### config.mk
export PLATFORM = sky130hd
export DESIGN_NAME = serial_bus_tx_arbiter
export DESIGN_NICKNAME = d
export VERILOG_FILES = /design/src/rtl/serial_bus_pkg.sv /design/src/rtl/serial_bus_tx_arbiter_rr_arbiter.sv /design/src/rtl/serial_bus_tx_arbiter.sv
export SDC_FILE = /design/constraint.sdc
export NUM_CORES = 1
export LEC_CHECK = 0
export ABC_AREA = 1
export CAP_MARGIN = 20
export CORE_AREA = 2 2 464 466
export CTS_CLUSTER_DIAMETER = 150
export DETAILED_ROUTE_END_ITERATION = 8
export DIE_AREA = 0 0 466 468
export PLACE_DENSITY = 0.4
export SETUP_SLACK_MARGIN = 0.2
export SLEW_MARGIN = 20
export SYNTH_ARGS = -nofsm -noshare
export SYNTH_HDL_FRONTEND = slang
export SYNTH_SLANG_ARGS = --single-unit
### constraint.sdc
create_clock -name clock -period 8.4 [get_ports clock]
set_input_delay 1.68 -clock clock [delete_from_list [all_inputs] [get_ports clock]]
set_output_delay 1.68 -clock clock [all_outputs]
set_load 0.05 [all_outputs]
### src/rtl/serial_bus_pkg.sv
// Shared FSM states, CRC polynomial and frame-length helper
// for the serial bus transmitter.
package serial_bus_pkg;

    typedef enum logic [1:0] {
        IDLE,
        SEND,
        GAP
    } state_e;

    // x^4 + x + 1, with the x^4 term implied
    localparam logic [3:0] CRC_POLY = 4'h3;

    function automatic int frame_len(
        input int addr_w,
        input int data_w,
        input int crc_w
    );
        return 2 + 2 * addr_w + data_w + crc_w;
    endfunction

    function automatic logic [3:0] crc4_step(
        input logic [3:0] crc,
        input logic       b
    );
        return {crc[2:0], 1'b0} ^ ((crc[3] ^ b) ? CRC_POLY : 4'h0);
    endfunction

endpackage

### src/rtl/serial_bus_tx_arbiter_rr_arbiter.sv
// Round-robin arbiter: one-hot grant, and the pointer moves
// past the winner only on an accepted grant.
module rr_arbiter #(
    parameter int N  = 16,
    parameter int IW = (N > 1) ? $clog2(N) : 1
) (
    input  logic          clock,
    input  logic          reset_n,
    input  logic [N-1:0]  req,
    input  logic          accept,
    output logic [N-1:0]  grant,
    output logic [IW-1:0] grant_idx,
    output logic          req_any
);
    logic [IW-1:0] ptr_q, ptr_d;

    always_comb begin
        logic [IW-1:0] k;
        grant     = '0;
        grant_idx = '0;
        req_any   = 1'b0;
        k         = '0;
        for (int i = 0; i < N; i++) begin
            k = IW'((int'(ptr_q) + i) % N);
            if (!req_any && req[k]) begin
                req_any   = 1'b1;
                grant[k]  = 1'b1;
                grant_idx = k;
            end
        end
    end

    always_comb begin
        ptr_d = ptr_q;
        if (accept && req_any) begin
            ptr_d = (grant_idx == IW'(N - 1)) ? '0 : grant_idx + 1'b1;
        end
    end

    always_ff @(posedge clock or negedge reset_n) begin
        if (!reset_n) begin
            ptr_q <= '0;
        end else begin
            ptr_q <= ptr_d;
        end
    end

endmodule

### src/rtl/serial_bus_tx_arbiter.sv
// Round-robin multi-channel serial frame transmitter.
// Define SERIAL_BUS_CRC_GEN_EN to generate the CRC field in hardware.
module serial_bus_tx_arbiter
    import serial_bus_pkg::*;
#(
    parameter int N_CH   = 16,
    parameter int DATA_W = 64,
    parameter int ADDR_W = 4,
    parameter int CRC_W  = 4
) (
    input  logic                   clock,
    input  logic                   reset_n,
    input  logic [N_CH-1:0]        ch_enable,
    input  logic [N_CH-1:0]        req_valid,
    output logic [N_CH-1:0]        req_ready,
    input  logic [N_CH*DATA_W-1:0] req_data,
    input  logic [N_CH*ADDR_W-1:0] req_addr,
    input  logic [N_CH*CRC_W-1:0]  req_crc,
    output logic                   bus_out,
    output logic                   busy,
    output logic                   frame_done
);
    localparam int FL = frame_len(ADDR_W, DATA_W, CRC_W);
    localparam int CW = $clog2(FL);
    localparam int IW = (N_CH > 1) ? $clog2(N_CH) : 1;

    state_e            state_q, state_d;
    logic [CW-1:0]     cnt_q, cnt_d;
    logic [FL-1:0]     sh_q, sh_d;
    logic [N_CH-1:0]   grant;
    logic [IW-1:0]     grant_idx;
    logic              req_any;
    logic              accept;
    logic [DATA_W-1:0] data_sel;
    logic [ADDR_W-1:0] addr_sel;
    logic [CRC_W-1:0]  crc_sel;

    assign accept = (state_q == IDLE) && req_any && reset_n;

    rr_arbiter #(
        .N  (N_CH),
        .IW (IW)
    ) u_arb (
        .clock     (clock),
        .reset_n   (reset_n),
        .req       (req_valid & ch_enable),
        .accept    (accept),
        .grant     (grant),
        .grant_idx (grant_idx),
        .req_any   (req_any)
    );

    assign req_ready  = accept ? grant : '0;
    assign busy       = (state_q == SEND);
    assign frame_done = (state_q == GAP);

    assign data_sel = req_data[int'(grant_idx)*DATA_W +: DATA_W];
    assign addr_sel = req_addr[int'(grant_idx)*ADDR_W +: ADDR_W];

`ifdef SERIAL_BUS_CRC_GEN_EN
    localparam int CRC_LO = 1 + 2 * ADDR_W + DATA_W;

    logic [CRC_W-1:0] crc_q, crc_d;
    logic             in_crc;

    // The CRC slot in the shift register stays zero; crc_q fills it.
    assign crc_sel = '0;
    assign in_crc  = (cnt_q >= CW'(CRC_LO)) &&
                     (cnt_q < CW'(CRC_LO + CRC_W));

    always_comb begin
        crc_d = crc_q;
        if (accept) begin
            crc_d = '0;
        end else if (state_q == SEND) begin
            if (in_crc) begin
                crc_d = crc_q << 1;
            end else if (cnt_q != '0 && cnt_q < CW'(CRC_LO)) begin
                crc_d = crc4_step(crc_q, sh_q[FL-1]);
            end
        end
    end

    always_ff @(posedge clock or negedge reset_n) begin
        if (!reset_n) begin
            crc_q <= '0;
        end else begin
            crc_q <= crc_d;
        end
    end

    assign bus_out = (state_q == SEND) &&
                     (in_crc ? crc_q[CRC_W-1] : sh_q[FL-1]);
`else
    assign crc_sel = req_crc[int'(grant_idx)*CRC_W +: CRC_W];
    assign bus_out = (state_q == SEND) && sh_q[FL-1];
`endif

    always_comb begin
        state_d = state_q;
        cnt_d   = cnt_q;
        sh_d    = sh_q;
        unique case (state_q)
            IDLE: begin
                if (accept) begin
                    state_d = SEND;
                    cnt_d   = '0;
                    sh_d    = {1'b1, ADDR_W'(grant_idx), addr_sel,
                               data_sel, crc_sel, 1'b0};
                end
            end
            SEND: begin
                sh_d = sh_q << 1;
                if (cnt_q == CW'(FL - 1)) begin
                    state_d = GAP;
                    cnt_d   = '0;
                end else begin
                    cnt_d = cnt_q + 1'b1;
                end
            end
            GAP: begin
                state_d = IDLE;
            end
            default: begin
                state_d = IDLE;
            end
        endcase
    end

    always_ff @(posedge clock or negedge reset_n) begin
        if (!reset_n) begin
            state_q <= IDLE;
            cnt_q   <= '0;
            sh_q    <= '0;
        end else begin
            state_q <= state_d;
            cnt_q   <= cnt_d;
            sh_q    <= sh_d;
        end
    end

endmodule

==> tab_implementation.tex <==
\begin{tabular}{lr}
\hline
Metric & Value \\
\hline
\multicolumn{2}{l}{\textbf{STA}} \\
\quad Setup repair after global routing missed its margin & false \\
\quad Minimum clock period & 7283 ps \\
\quad Slew at the pin with the worst max-slew slack & 1137 ps \\
\quad Hold Vio Cnt, Final & 0 \\
\quad Worst slew margin relative to its limit & 23.89\% \\
\quad Setup-violating endpoint count in the final report & 0 \\
\quad Max Slew Vio Count & 0 \\
\quad Worst clock skew on the final layout & 16.71 ps \\
\quad Fraction of the cycle the final worst path needs & 86.70\% \\
\quad Total Neg Setup Slack & 0 ps \\
\quad Peak Freq & 0.1373 GHz \\
\quad Post-route worst setup slack & 1117 ps \\
\multicolumn{2}{l}{\textbf{Clocking}} \\
\quad Quantity of gates resized following cts & 0 \\
\quad Clock tree from TritonCTS & yes \\
\quad Number of clock sinks seen by CTS & 90 \\
\quad Clock slew at reported path FFs & 70 ps \\
\quad Hold-fix buffer count after cts & 0 \\
\quad Total number of H-tree levels & 3 \\
\quad Clock latency on the worst-skew pair & 430 ps \\
\quad CTS Buf Count & 9 \\
\quad CTS root buffer & clkbuf\_16 \\
\quad Maximum count of clock buffers along a single path & 2 \\
\quad \# Post-CTS Setup Buffers & 0 \\
\multicolumn{2}{l}{\textbf{Status}} \\
\quad Result of the run & finished, final reports clean \\
\multicolumn{2}{l}{\textbf{Finish}} \\
\quad Area overhead of the layout relative to synthesis & 76.44\% \\
\quad Seq. cell area & 2252 µm² \\
\quad Post-layout instance count excluding filler cells & 7965 \\
\quad Area of the multi-input gates & 16090 µm² \\
\quad Core occupancy in the finished layout & 17.20\% \\
\quad Total of fill cells in the finished design & 25053 \\
\quad Ratio of cells with drive above 1 in the final layout & 6.143\% \\
\quad Net total in the final layout & 6292 \\
\multicolumn{2}{l}{\textbf{Setup path}} \\
\quad Critical Path Sink Type & output pin \\
\quad Worst endpoint data arrival time & 5600 ps \\
\quad Slowest stage delay, CP & 650 ps \\
\quad Slowest cell on the critical path & nor4\_2 \\
\quad Crit start category & primary input \\
\quad Combined buffer and inverter count along the critical path & 5 \\
\quad Reg2reg start & u\_arb.ptr\_q[2] \\
\quad CP Launch Point & ch\_enable[0] \\
\quad Family with the most delay on the worst path & simple AND/OR/NAND/NOR gates \\
\quad Cell seen most often among critical-path stages & nand2\_1 \\
\quad Worst-path cell chain & clkdlybuf4s50\_1, nand2\_1, nand2\_1, nand2\_1, nand2\_1, a21oi\_1, a31oi\_1, nand2\_1, o21ai\_0, inv\_1, nand3\_2, nor2\_4, nand4\_2, nor2\_4, nand2\_1, nor3\_2, nor4\_2, inv\_1, buf\_4, a41oi\_1, buf\_4 \\
\quad Maximum fanout encountered on the critical timing path & 21 \\
\quad Req. time, crit path & 6720 ps \\
\quad CP Class & primary input to output pin \\
\multicolumn{2}{l}{\textbf{Synth}} \\
\quad Count of mapped cells out of synthesis & 4079 \\
\quad Cell area after technology mapping & 20800 µm² \\
\quad Register bit count reported by yosys & 90 \\
\quad Nets in the synthesized netlist & 5281 \\
\quad Area share of the leading cell type in the synthesized netlist & 39.24\% \\
\quad Cell types with the highest counts after synthesis & nand3\_1 (1631), nand2\_1 (1278), buf\_2 (237) \\
\quad Synth Area in Adders & 0.9624\% \\
\quad Share of flip-flops with an asynchronous set or reset & 100.0\% \\
\quad Top cell type by total area after synthesis & nand3\_1 \\
\quad Commonest register cell after synthesis & dfrtp\_1 \\
\quad Fraction of synthesized area in multiplexers & 0\% \\
\quad Simple-gate portion of the synthesized area & 68.48\% \\
\quad Combinational family with the most area after synthesis & simple AND/OR/NAND/NOR gates \\
\quad Number of synthesized flops with an enable pin & 0 \\
\quad Count of distinct cell types in the synthesized netlist & 37 \\
\quad Yosys warning count & 0 \\
\quad Synth area leaders & nand3\_1 (39\%), nand2\_1 (23\%), dfrtp\_1 (11\%) \\
\quad Mean cell area of the mapped netlist & 5.100 µm² \\
\quad Most common cell in the netlist & nand3\_1 \\
\quad XOR/XNOR Fraction of Synth Area & 0.2466\% \\
\quad Sequential-to-total area share from yosys stat & 10.83\% \\
\quad Compound-Gate Fraction of Synth Area & 7.344\% \\
\multicolumn{2}{l}{\textbf{GRT}} \\
\quad Pin count of the biggest net entering global routing & 148 \\
\quad Total congestion overflow & 0 \\
\quad Overall Global Routing Usage & 19.56\% \\
\quad Initial antenna violation count & 148 \\
\quad Via count of the first global-routing pass & 33128 \\
\quad Wire length of the first global-routing pass & 293200 µm \\
\multicolumn{2}{l}{\textbf{Die}} \\
\quad \# rows & 170 \\
\quad Die Y-Extent & 468 µm \\
\quad Core region area & 213300 µm² \\
\quad Starting density of the core & 9.750\% \\
\quad Die X & 466 µm \\
\quad Number of top-level pins & 1205 \\
\quad Die outline area & 218100 µm² \\
\multicolumn{2}{l}{\textbf{Place}} \\
\quad Quantity of I/O buffers inserted on ports & 1204 \\
\quad Hpwl dp & 189900 µm \\
\quad Placer congestion estimate & 0.9333 \\
\quad Placed Instances & 7917 \\
\quad Worst setup timing slack at the placement stage & 1101 ps \\
\multicolumn{2}{l}{\textbf{Drt}} \\
\quad Post-detailed-route DRC marker count & 0 \\
\quad Total detailed-routing wirelength & 224200 µm \\
\quad Average via count per standard cell & 4.253 \\
\quad Remaining antenna violation count & 0 \\
\quad Count of routing violations after the opening detailed-route iteration & 2677 \\
\quad Via total after detailed routing & 33878 \\
\quad Routed wire length per instance & 28.15 µm \\
\quad Number of detailed-routing iterations run before antenna repair & 6 \\
\multicolumn{2}{l}{\textbf{Min path}} \\
\quad Source of the worst hold timing path & sh\_q[74] \\
\quad Tightest Hold Check Type & flip-flop to flip-flop \\
\multicolumn{2}{l}{\textbf{Flow run}} \\
\quad Max-cap viol count & 0 \\
\hline
\end{tabular}
-- path summary, 6_finish.rpt --
check	end	slack [ps]	cells past startpoint
max in group asynchronous	sh_q[32]	6290	2
hold reg to reg	sh_q[74]	510	2
hold / removal	sh_q[74]	510	2
setup reg to reg	sh_q[23]	1970	27
min in group asynchronous	state_q[0]	1170	1
setup / recovery	req_ready[13]	1120	21
-- registers in the layout, indices dropped and copies added, names as in the netlist --
name	count
sh_q	77
cnt_q	7
u_arb.ptr_q	4
state_q	2
-- per-layer routing --
layer / routed length [µm] / vias up / GRT usage (%)
met4: 4867 / 66 / 4.162
met2: 113200 / 1481 / 35.67
met1: 89370 / 16166 / 22.86
met3: 16260 / 300 / 4.839
li1: - / 15865 / -
met5: 446 / - / 0
-- placed cells by master, fill, tap and decap left out, types with 7 or more instances in the layout --
master           instances
diode_2                 32
buf_4                  138
clkdlybuf4s50_1       1187
o211ai_1                 7
inv_2                   13
a21oi_1                154
clkbuf_16                9
nor2_1                 133
nand3_1               1629
o21ai_0                 42
nor2_4                  10
o221ai_1                14
dfrtp_1                 90
o22ai_1                 22
inv_1                  157
ha_1                    16
buf_12                  43
nand4_1                 14
nand2_1               1277
or2_2                   67
a41oi_1                 14
-- per-stage QoR --
stage	instance area (µm²)	hold WS (ps)
5_1_grt	36650	536.1
6_report	36700	513.9
4_1_cts	36620	517.8
3_3_place_gp	36330	489.2
3_5_place_dp	36330	498.6
2_1_floorplan	20800	449.4
-- layout make-up --
class	count	area share [%]
antenna	32	0.2182
clock buffer	10	0.6511
clock inverter	6	0.1364
inverter	173	1.776
multi-input combinational	3447	43.83
sequential	90	6.136
tap	2838	9.675
timing repair buffer	1369	37.57
-- worst min-delay path: cells and delay by family (launching register included) --
family / cells / cell delay (ps)
DFF: 1 / 340
AOI/OAI and AO/OA: 1 / 80
and+or+nand+nor: 1 / 50
-- logic make-up (layout without fill, tap and decap cells) --
kind of cell,Yosys count,count (layout)
AND/OR/NAND/NOR,3157,3157
AO/OA/AOI/OAI,269,269
XOR/XNOR,5,5
flip-flops,90,90
buffers and inverters,542,1558
other,0,32
adder cells (fa/ha/maj),16,16
Power is left out: the tool's default activity adds up to more than one toggle a clock period on the data nets, which glitch-free logic cannot reach.
